File: config.mk
export PLATFORM = sky130hd
export DESIGN_NAME = symbol_seq_fsm
export DESIGN_NICKNAME = d
export VERILOG_FILES = /design/src/rtl/symbol_seq_pkg.sv /design/src/rtl/sat_counter.sv /design/src/rtl/symbol_seq_fsm.sv
export SDC_FILE = /design/constraint.sdc
export NUM_CORES = 1
export LEC_CHECK = 0
export ABC_AREA = 0
export CAP_MARGIN = 25
export CORE_UTILIZATION = 25
export CTS_CLUSTER_DIAMETER = 60
export CTS_CLUSTER_SIZE = 8
export DETAILED_ROUTE_END_ITERATION = 16
export PLACE_DENSITY_LB_ADDON = 0.25
export SYNTH_ARGS = -nofsm -noshare
export SYNTH_HDL_FRONTEND = slang
export SYNTH_SLANG_ARGS = --single-unit
File: constraint.sdc
create_clock -name clk -period 2.5 [get_ports clk]
set_input_delay 0.625 -clock clk [delete_from_list [all_inputs] [get_ports clk]]
set_output_delay 0.625 -clock clk [all_outputs]
set_load 0.02 [all_outputs]
File: src/rtl/symbol_seq_pkg.sv
// Shared constants, width helpers and step classification for the programmable
// symbol-sequence detector.
package symbol_seq_pkg;

   localparam int DEF_SYM_W   = 2;
   localparam int DEF_SEQ_LEN = 5;
   localparam int DEF_CNT_W   = 8;

   // Width of a progress index / length value that must hold 0..seq_len.
   function automatic int idx_width(input int seq_len);
      return $clog2(seq_len + 1);
   endfunction

   function automatic int slot_width(input int seq_len);
      return (seq_len > 1) ? $clog2(seq_len) : 1;
   endfunction

   typedef enum logic [2:0] {
      STEP_CFG,
      STEP_IDLE,
      STEP_HOLD,
      STEP_ADV,
      STEP_DONE,
      STEP_RESTART
   } step_t;

endpackage

File: src/rtl/sat_counter.sv
// Saturating up-counter with all-ones flag; only compiled into builds that
// define MATCH_CNT_EN, so the default build carries no counter logic at all.
`ifdef MATCH_CNT_EN
module sat_counter #(
   parameter int CNT_W = 8
)(
   input  logic             clk,
   input  logic             reset_n,
   input  logic             inc,
   output logic [CNT_W-1:0] cnt,
   output logic             sat
);

   logic [CNT_W-1:0] cnt_reg;

   assign cnt = cnt_reg;
   assign sat = &cnt_reg;

   always_ff @(posedge clk or negedge reset_n) begin
      if (!reset_n) begin
         cnt_reg <= '0;
      end else if (inc && !sat) begin
         cnt_reg <= cnt_reg + CNT_W'(1);
      end
   end

endmodule
`endif

File: src/rtl/symbol_seq_fsm.sv
// Programmable symbol-sequence detector: run-time pattern, length and overlap mode.
// Define MATCH_CNT_EN to build the saturating match counter (match_cnt, cnt_sat).
module symbol_seq_fsm
   import symbol_seq_pkg::*;
#(
   parameter int SYM_W   = DEF_SYM_W,
   parameter int SEQ_LEN = DEF_SEQ_LEN,
   parameter int CNT_W   = DEF_CNT_W
)(
   input  logic                            clk,
   input  logic                            reset_n,
   input  logic                            in_valid,
   input  logic [SYM_W-1:0]                in_sym,
   input  logic                            cfg_we,
   input  logic [slot_width(SEQ_LEN)-1:0]  cfg_idx,
   input  logic [SYM_W-1:0]                cfg_sym,
   input  logic                            cfg_len_we,
   input  logic [idx_width(SEQ_LEN)-1:0]   cfg_len,
   input  logic                            overlap_en,
   output logic                            match,
   output logic [idx_width(SEQ_LEN)-1:0]   state_out,
   output logic [CNT_W-1:0]                match_cnt,
   output logic                            cnt_sat
);

   localparam int                IDX_W      = idx_width(SEQ_LEN);
   localparam int                SLOT_W     = slot_width(SEQ_LEN);
   localparam logic [IDX_W-1:0]  LEN_MAX    = IDX_W'(SEQ_LEN);
   localparam logic [SLOT_W:0]   SLOT_LIMIT = (SLOT_W + 1)'(SEQ_LEN);

   logic [SEQ_LEN-1:0][SYM_W-1:0] pat_vec;
   logic [IDX_W-1:0]              st_reg;
   logic [IDX_W-1:0]              len_reg;
   logic                          match_reg;

   logic                          cfg_any;
   logic                          idx_ok;
   logic [SYM_W-1:0]              cur_pat;
   logic                          hit;
   logic                          hit0;
   logic                          last;
   logic [IDX_W:0]                st_inc;
   logic [IDX_W-1:0]              restart;
   step_t                         step;

   assign cfg_any = cfg_we | cfg_len_we;
   assign idx_ok  = ({1'b0, cfg_idx} < SLOT_LIMIT);

   generate
      for (genvar gi = 0; gi < SEQ_LEN; gi++) begin : g_slot
         logic [SYM_W-1:0] pat_reg;

         always_ff @(posedge clk or negedge reset_n) begin
            if (!reset_n) begin
               pat_reg <= '0;
            end else if (cfg_we && idx_ok && (cfg_idx == SLOT_W'(gi))) begin
               pat_reg <= cfg_sym;
            end
         end

         assign pat_vec[gi] = pat_reg;
      end
   endgenerate

   always_comb begin
      cur_pat = pat_vec[0];
      for (int i = 1; i < SEQ_LEN; i++) begin
         if (st_reg == IDX_W'(i)) begin
            cur_pat = pat_vec[i];
         end
      end
   end

   assign hit    = (in_sym == cur_pat);
   assign hit0   = (in_sym == pat_vec[0]);
   assign st_inc = {1'b0, st_reg} + (IDX_W + 1)'(1);
   assign last   = (st_inc == {1'b0, len_reg});
   // A length-1 pattern completes on every hit, so progress never leaves 0.
   assign restart = (hit0 && (len_reg != IDX_W'(1))) ? IDX_W'(1) : '0;

   always_comb begin
      step = STEP_HOLD;
      if (cfg_any) begin
         step = STEP_CFG;
      end else if (len_reg == '0) begin
         step = STEP_IDLE;
      end else if (!in_valid) begin
         step = STEP_HOLD;
      end else if (hit && last) begin
         step = STEP_DONE;
      end else if (hit) begin
         step = STEP_ADV;
      end else begin
         step = STEP_RESTART;
      end
   end

   always_ff @(posedge clk or negedge reset_n) begin
      if (!reset_n) begin
         st_reg    <= '0;
         len_reg   <= LEN_MAX;
         match_reg <= 1'b0;
      end else begin
         match_reg <= (step == STEP_DONE);
         if (cfg_len_we) begin
            len_reg <= (cfg_len > LEN_MAX) ? LEN_MAX : cfg_len;
         end
         case (step)
            STEP_CFG, STEP_IDLE: st_reg <= '0;
            STEP_HOLD:           st_reg <= st_reg;
            STEP_ADV:            st_reg <= st_inc[IDX_W-1:0];
            STEP_DONE:           st_reg <= overlap_en ? restart : '0;
            STEP_RESTART:        st_reg <= restart;
            default:             st_reg <= '0;
         endcase
      end
   end

   assign match     = match_reg;
   assign state_out = st_reg;

`ifdef MATCH_CNT_EN
   sat_counter #(
      .CNT_W (CNT_W)
   ) u_match_cnt (
      .clk     (clk),
      .reset_n (reset_n),
      .inc     (match_reg),
      .cnt     (match_cnt),
      .sat     (cnt_sat)
   );
`else
   assign match_cnt = '0;
   assign cnt_sat   = 1'b0;
`endif

endmodule
# After elaboration in Yosys (flattened, before gate mapping)
# Cells that the tools add are included.
# Widths: inputs -> output; s select.
[word_totals]
output_inout_bits = 13
input_bits = 16
regBits = 17
[classes]
n_eq_ne = 16
n_addsub = 1
n_mux = 13
bitwise = 1
n_reduce_logical = 10
order_cmp = 2
[ops]
columns = ["operator", "n"]
rows = [
  ["$eq 3x2->1 const B", 6],
  ["$mux 3", 6],
  ["$eq 3x3->1 const B", 4],
  ["$pmux 3 s4", 1],
  ["$logic_and 1x1->1", 8],
  ["$mux 2", 4],
  ["$eq 3x1->1 const B", 2],
  ["$logic_not 3->1", 2],
  ["$add 3x1->4 const B", 1],
  ["$eq 2x2->1", 2],
  ["$eq 4x3->1", 1],
  ["$gt 3x3->1 const B", 1],
  ["$lt 3x3->1 const B", 1],
  ["$ne 3x1->1 const B", 1],
  ["$mux 1", 2],
  ["$or 1x1->1", 1],
]

# Longest topological paths before layout
# Gate-level depths: netlist of run 1.
[logic_depth]
depth_word = 13
mapped_depth = 10
ltp_nobuf = 9

# Worst setup path before layout of run 1
# Ideal clock, no wire load.
[synth_path]
path_kind = "register to register"
startpoint = "register st_reg[0], in the netlist state_out[0]"
endpoint = "register st_reg[0], in the netlist state_out[0]"
path_slack_ns = 0.087
path_stages_with_launch = 9
t_required_ns = 2.435
arrival_time_ns = 2.348
n_path_buf = 0
cell_sequence = "dfrtp_1 -> inv_1 -> ha_1 -> or4b_1 -> a21oi_1 -> and4bb_4 -> nor2b_4 -> nor4_1 -> o22a_1"
[synth_via]
elab_chain_cells = 13
word_cells_on_any_way = 22
classes_between = "add/sub: 1; eq/ne: 10; mux: 10; reduce/logical: 1"
[synth_rtl]
columns = ["element", "line", "source"]
rows = [
  ["start: declaration", "symbol_seq_fsm.sv:32", "logic [IDX_W-1:0] st_reg;"],
  ["start signal: assignment", "symbol_seq_fsm.sv:110", "STEP_HOLD: st_reg <= st_reg;"],
  ["start signal: assignment", "symbol_seq_fsm.sv:111", "STEP_ADV: st_reg <= st_inc[IDX_W-1:0];"],
  ["start signal: assignment", "symbol_seq_fsm.sv:112", "STEP_DONE: st_reg <= overlap_en ? restart : '0;"],
  ["$eq 3x1->1", "symbol_seq_fsm.sv:68", "if (st_reg == IDX_W'(i)) begin"],
  ["$mux 2 (4 in a row)", "symbol_seq_fsm.sv:68", ""],
  ["$eq 2x2->1", "symbol_seq_fsm.sv:74", "assign hit = (in_sym == cur_pat);"],
  ["$mux 3 / $logic_and 1x1->1 (equally long branches)", "symbol_seq_fsm.sv:91, symbol_seq_fsm.sv:89", ""],
  ["$mux 3", "symbol_seq_fsm.sv:89", "end else if (hit && last) begin"],
  ["$mux 3", "symbol_seq_fsm.sv:87", "end else if (!in_valid) begin"],
  ["$mux 3", "symbol_seq_fsm.sv:85", "end else if (len_reg == '0) begin"],
  ["$mux 3", "symbol_seq_fsm.sv:83", "if (cfg_any) begin"],
  ["$eq 3x3->1 / $eq 3x2->1 (equally long branches)", "symbol_seq_fsm.sv:108", "case (step)"],
  ["$pmux 3 s4", "symbol_seq_fsm.sv:108", ""],
]
# Several ways; a longest one is shown, not always the timed one.
# A chain may end at the register's enable or synchronous reset.

# Worst setup path in the final report of run 1
[layout_path]
startpoint = "register st_reg[1], in the netlist state_out[1]"
endpoint = "register st_reg[0], in the netlist state_out[0]"
[layout_via]
elab_chain_cells = 13
word_cells_on_any_way = 22
classes_between = "add/sub: 1; eq/ne: 10; mux: 10; reduce/logical: 1"
[layout_rtl]
columns = ["element", "line"]
rows = [
  ["$eq 3x1->1", "symbol_seq_fsm.sv:68"],
  ["$mux 2 (4 in a row)", "symbol_seq_fsm.sv:68"],
  ["$eq 2x2->1", "symbol_seq_fsm.sv:74"],
  ["$mux 3 / $logic_and 1x1->1 (equally long branches)", "symbol_seq_fsm.sv:91, symbol_seq_fsm.sv:89"],
  ["$mux 3 *", "symbol_seq_fsm.sv:89"],
  ["$mux 3 *", "symbol_seq_fsm.sv:87"],
  ["$mux 3 *", "symbol_seq_fsm.sv:85"],
  ["$mux 3 *", "symbol_seq_fsm.sv:83"],
  ["$eq 3x3->1 / $eq 3x2->1 (equally long branches)", "symbol_seq_fsm.sv:108"],
  ["$pmux 3 s4", "symbol_seq_fsm.sv:108"],
]
# Every way passes the cells marked *; elsewhere a longest branch is shown, timed or not.

==> impl_metrics.ini, run 1 <==
[sta]
rsz0062_at_grt = false
setup_violations = 0
min_period_ns = 2.28
max_freq_ghz = 0.440
period_share = 0.910
hold_viol = 0
tns_ns = 0
report.final.slew_viol_count = 0
fin_skew_ns = 0.00297

[power]
total_power_uw = 769
peakVddDrop_mv = 0.184
power_density_nw_per_um2 = 518
leakage_uw = 0.000607

[setup_path]
critPathMaxStageDelay_ns = 0.54
crit_slowest_cell = or4b_1
r2r_cells = 7
worstPathMaxFanout = 6
crit_chain = ha_1 -> or4b_1 -> a21oi_1 -> and4bb_4 -> nor2b_4 -> nor4_2 -> o22a_1
end_kind = register
critPathRequiredTime_ns = 2.69
crit_type = reg -> reg
arrival_ns = 2.47
startpoint_type = register

[cells_and_area]
finalCoreUtilization = 0.332
final_layout_size_suffix_gt1_frac = 0.188
multi_input_area_um2 = 697
num-fill-cells = 457
register_area_um2 = 428
area_growth_syn_to_layout_pct = 23.6
num_antenna_cells = 0
nets = 171
largest_register_ffs = 10

[floorplanning]
initial_utilization = 0.268
die_w_um = 71.3
die_y_um = 71.3
core_area_um2 = 4470
fp.dieArea_um2 = 5090
num_rows = 24
num_io_pins = 29

[synth]
yosysSeqAreaShare = 0.356
yosysWarnings = 0
synth_most_common_cell = dfrtp_1
syn-cell-area_um2 = 1200
yosys.area.top_type = dfrtp_1
synthTopCellsByArea = dfrtp_1, mux2_2, buf_4, ha_1, dfstp_2
ys_ff_latch = 17
postSynth.asyncResetShare = 1.00
yosys.area.top_type_share = 0.313
synthFlopType = dfrtp_1
synth-edff-count = 0
synth_commonest_cells = dfrtp_1, nand2_1, a21oi_1, buf_4, mux2_2
ys_types = 43
syn_inst = 125
avgSynthCellArea_um2 = 9.61

[routing]
drc_errors = 4
first_iter_violations = 43
drt-pass1-iter-count = 10
drtAntennaViolNets = 0
vias_per_cell = 4.76
wl_mm = 2.72
post_drt_wl_per_cell_um = 13.5
via_count = 957

[cts]
cts_resized = 0
post_cts_buffers = 0
h-tree-depth = 1
root_buffer = clkbuf_8
clk_pin_slew_ns = 0.07
cts_buffers = 3
cts_tree = yes
clk_latency_ns = 0.25
cts_hold_buf = 0
clockBufferDepth = 2
clkSinkCount = 17

[global_routing]
grt_first_pass_wirelength_mm = 4.51
antenna_found_initial = 0
first_global_vias = 926
grt_overflow_total = 0
track_usage = 0.116
grt_max_degree = 18

[run_status]
violations = DRC
outcome = finished, violations left

[place]
port_buffers = 19
hpwl_mm = 2.12
globalplace.congestion = 0.792

[worst_hold_path]
hp-class = reg -> reg
hold_depth = 1

[run]
maxCapViolations = 0
==> power by group <==
| group | internal (uW) | switching (uW) | total (uW) |
|---|---|---|---|
| clock | 113 | 94.4 | 207 |
| sequential | 319 | 34.7 | 354 |
| combinational | 107 | 101 | 208 |
| total | 539 | 230 | 769 |
==> placed cells by master, fill, tap and decap left out, drive strengths merged, types with 2 or more instances in the layout <==
cell type / count
nor3: 4
nand2: 12
nand3: 4
dfstp: 2
xor2: 3
clkbuf: 4
dfrtp: 15
nor3b: 3
inv: 8
nor2: 6
ha: 5
buf: 4
a21oi: 9
o21ai: 3
nor2b: 2
a211oi: 3
o22ai: 2
and4: 2
xnor2: 3
conb: 9
a31oi: 2
mux2: 9
clkdlybuf4s50: 19
==> stage by stage <==
stage | cell area, um^2 | std cells | worst slack, ns | hold slack, ns
floorplan | 1230 | 133 | 0.0874 | 0.329
global placement | 1430 | 197 | 0.0941 | 0.505
detailed placement | 1430 | 197 | 0.0396 | 0.505
CTS | 1480 | 201 | 0.187 | 0.521
global route | 1490 | 201 | 0.0815 | 0.554
finish | 1490 | 201 | 0.225 | 0.517
==> critical path: cells and delay by family (launching register included) <==
kind | cells | cell delay (ns)
AOI/OAI and AO/OA | 2 | 0.30
and+or+nand+nor | 4 | 1.19
DFF | 1 | 0.45
adders and majority gates | 1 | 0.27
==> cell type report <==
class / instances / area share
clock buffers: 4 / 0.0303
flip-flops and latches: 17 / 0.288
repair buffers: 23 / 0.148
inverters: 8 / 0.0202
multi-input cells: 97 / 0.469
well taps: 52 / 0.0438
==> per-layer routing <==
metal  track usage  up-vias  part of all wire
met4        0.0200        0                 0
met3        0.0295        0             0.053
met5             0        -                 0
met1         0.168      451              0.51
li1              -      477                 -
met2         0.175       29              0.44
==> logic make-up after synthesis <==
family / count (synthesis) / synth area share
and+or+nand+nor: 41 / 0.205
xor gates and xnor gates: 6 / 0.0438
muxes: 10 / 0.0927
AOI/OAI and AO/OA: 26 / 0.153
adders and majority gates: 5 / 0.0521
DFF: 17 / 0.356
other: 1 / 0.00312
buffers and inverters: 19 / 0.0937
==> path summary, 6_finish.rpt <==
kind                                         to  slack, ns                 start
setup / recovery                   state_out[0]       0.22          state_out[1]
max in group asynchronous            len_reg[0]       1.54               reset_n
setup reg to reg                   state_out[0]       0.22          state_out[1]
hold / removal             g_slot[2].pat_reg[1]       0.52  g_slot[2].pat_reg[1]
min in group asynchronous          state_out[0]       0.70               reset_n
hold reg to reg            g_slot[2].pat_reg[1]       0.52  g_slot[2].pat_reg[1]
No activity file was read; power rests on OpenSTA's default activity.
==> run 2: changes to the inputs <==
--- a/constraint.sdc
+++ b/constraint.sdc
@@ -3,2 +3,2 @@
 set_output_delay 0.625 -clock clk [all_outputs]
-set_load 0.02 [all_outputs]
+set_load 0.01 [all_outputs]
==> results of run 2 <==
The final DEF is identical to that of run 1. Status: finished, violations left: DRC.
Main changes from that run: total power 769 uW -> 762 uW
==> run 3: changes to the inputs <==
CTS_CLUSTER_SIZE = not set   (was 8)
==> results of run 3 <==
The final DEF is identical to that of run 1. Status: finished, violations left: DRC.
Main changes from that run: total power 769 uW -> 762 uW
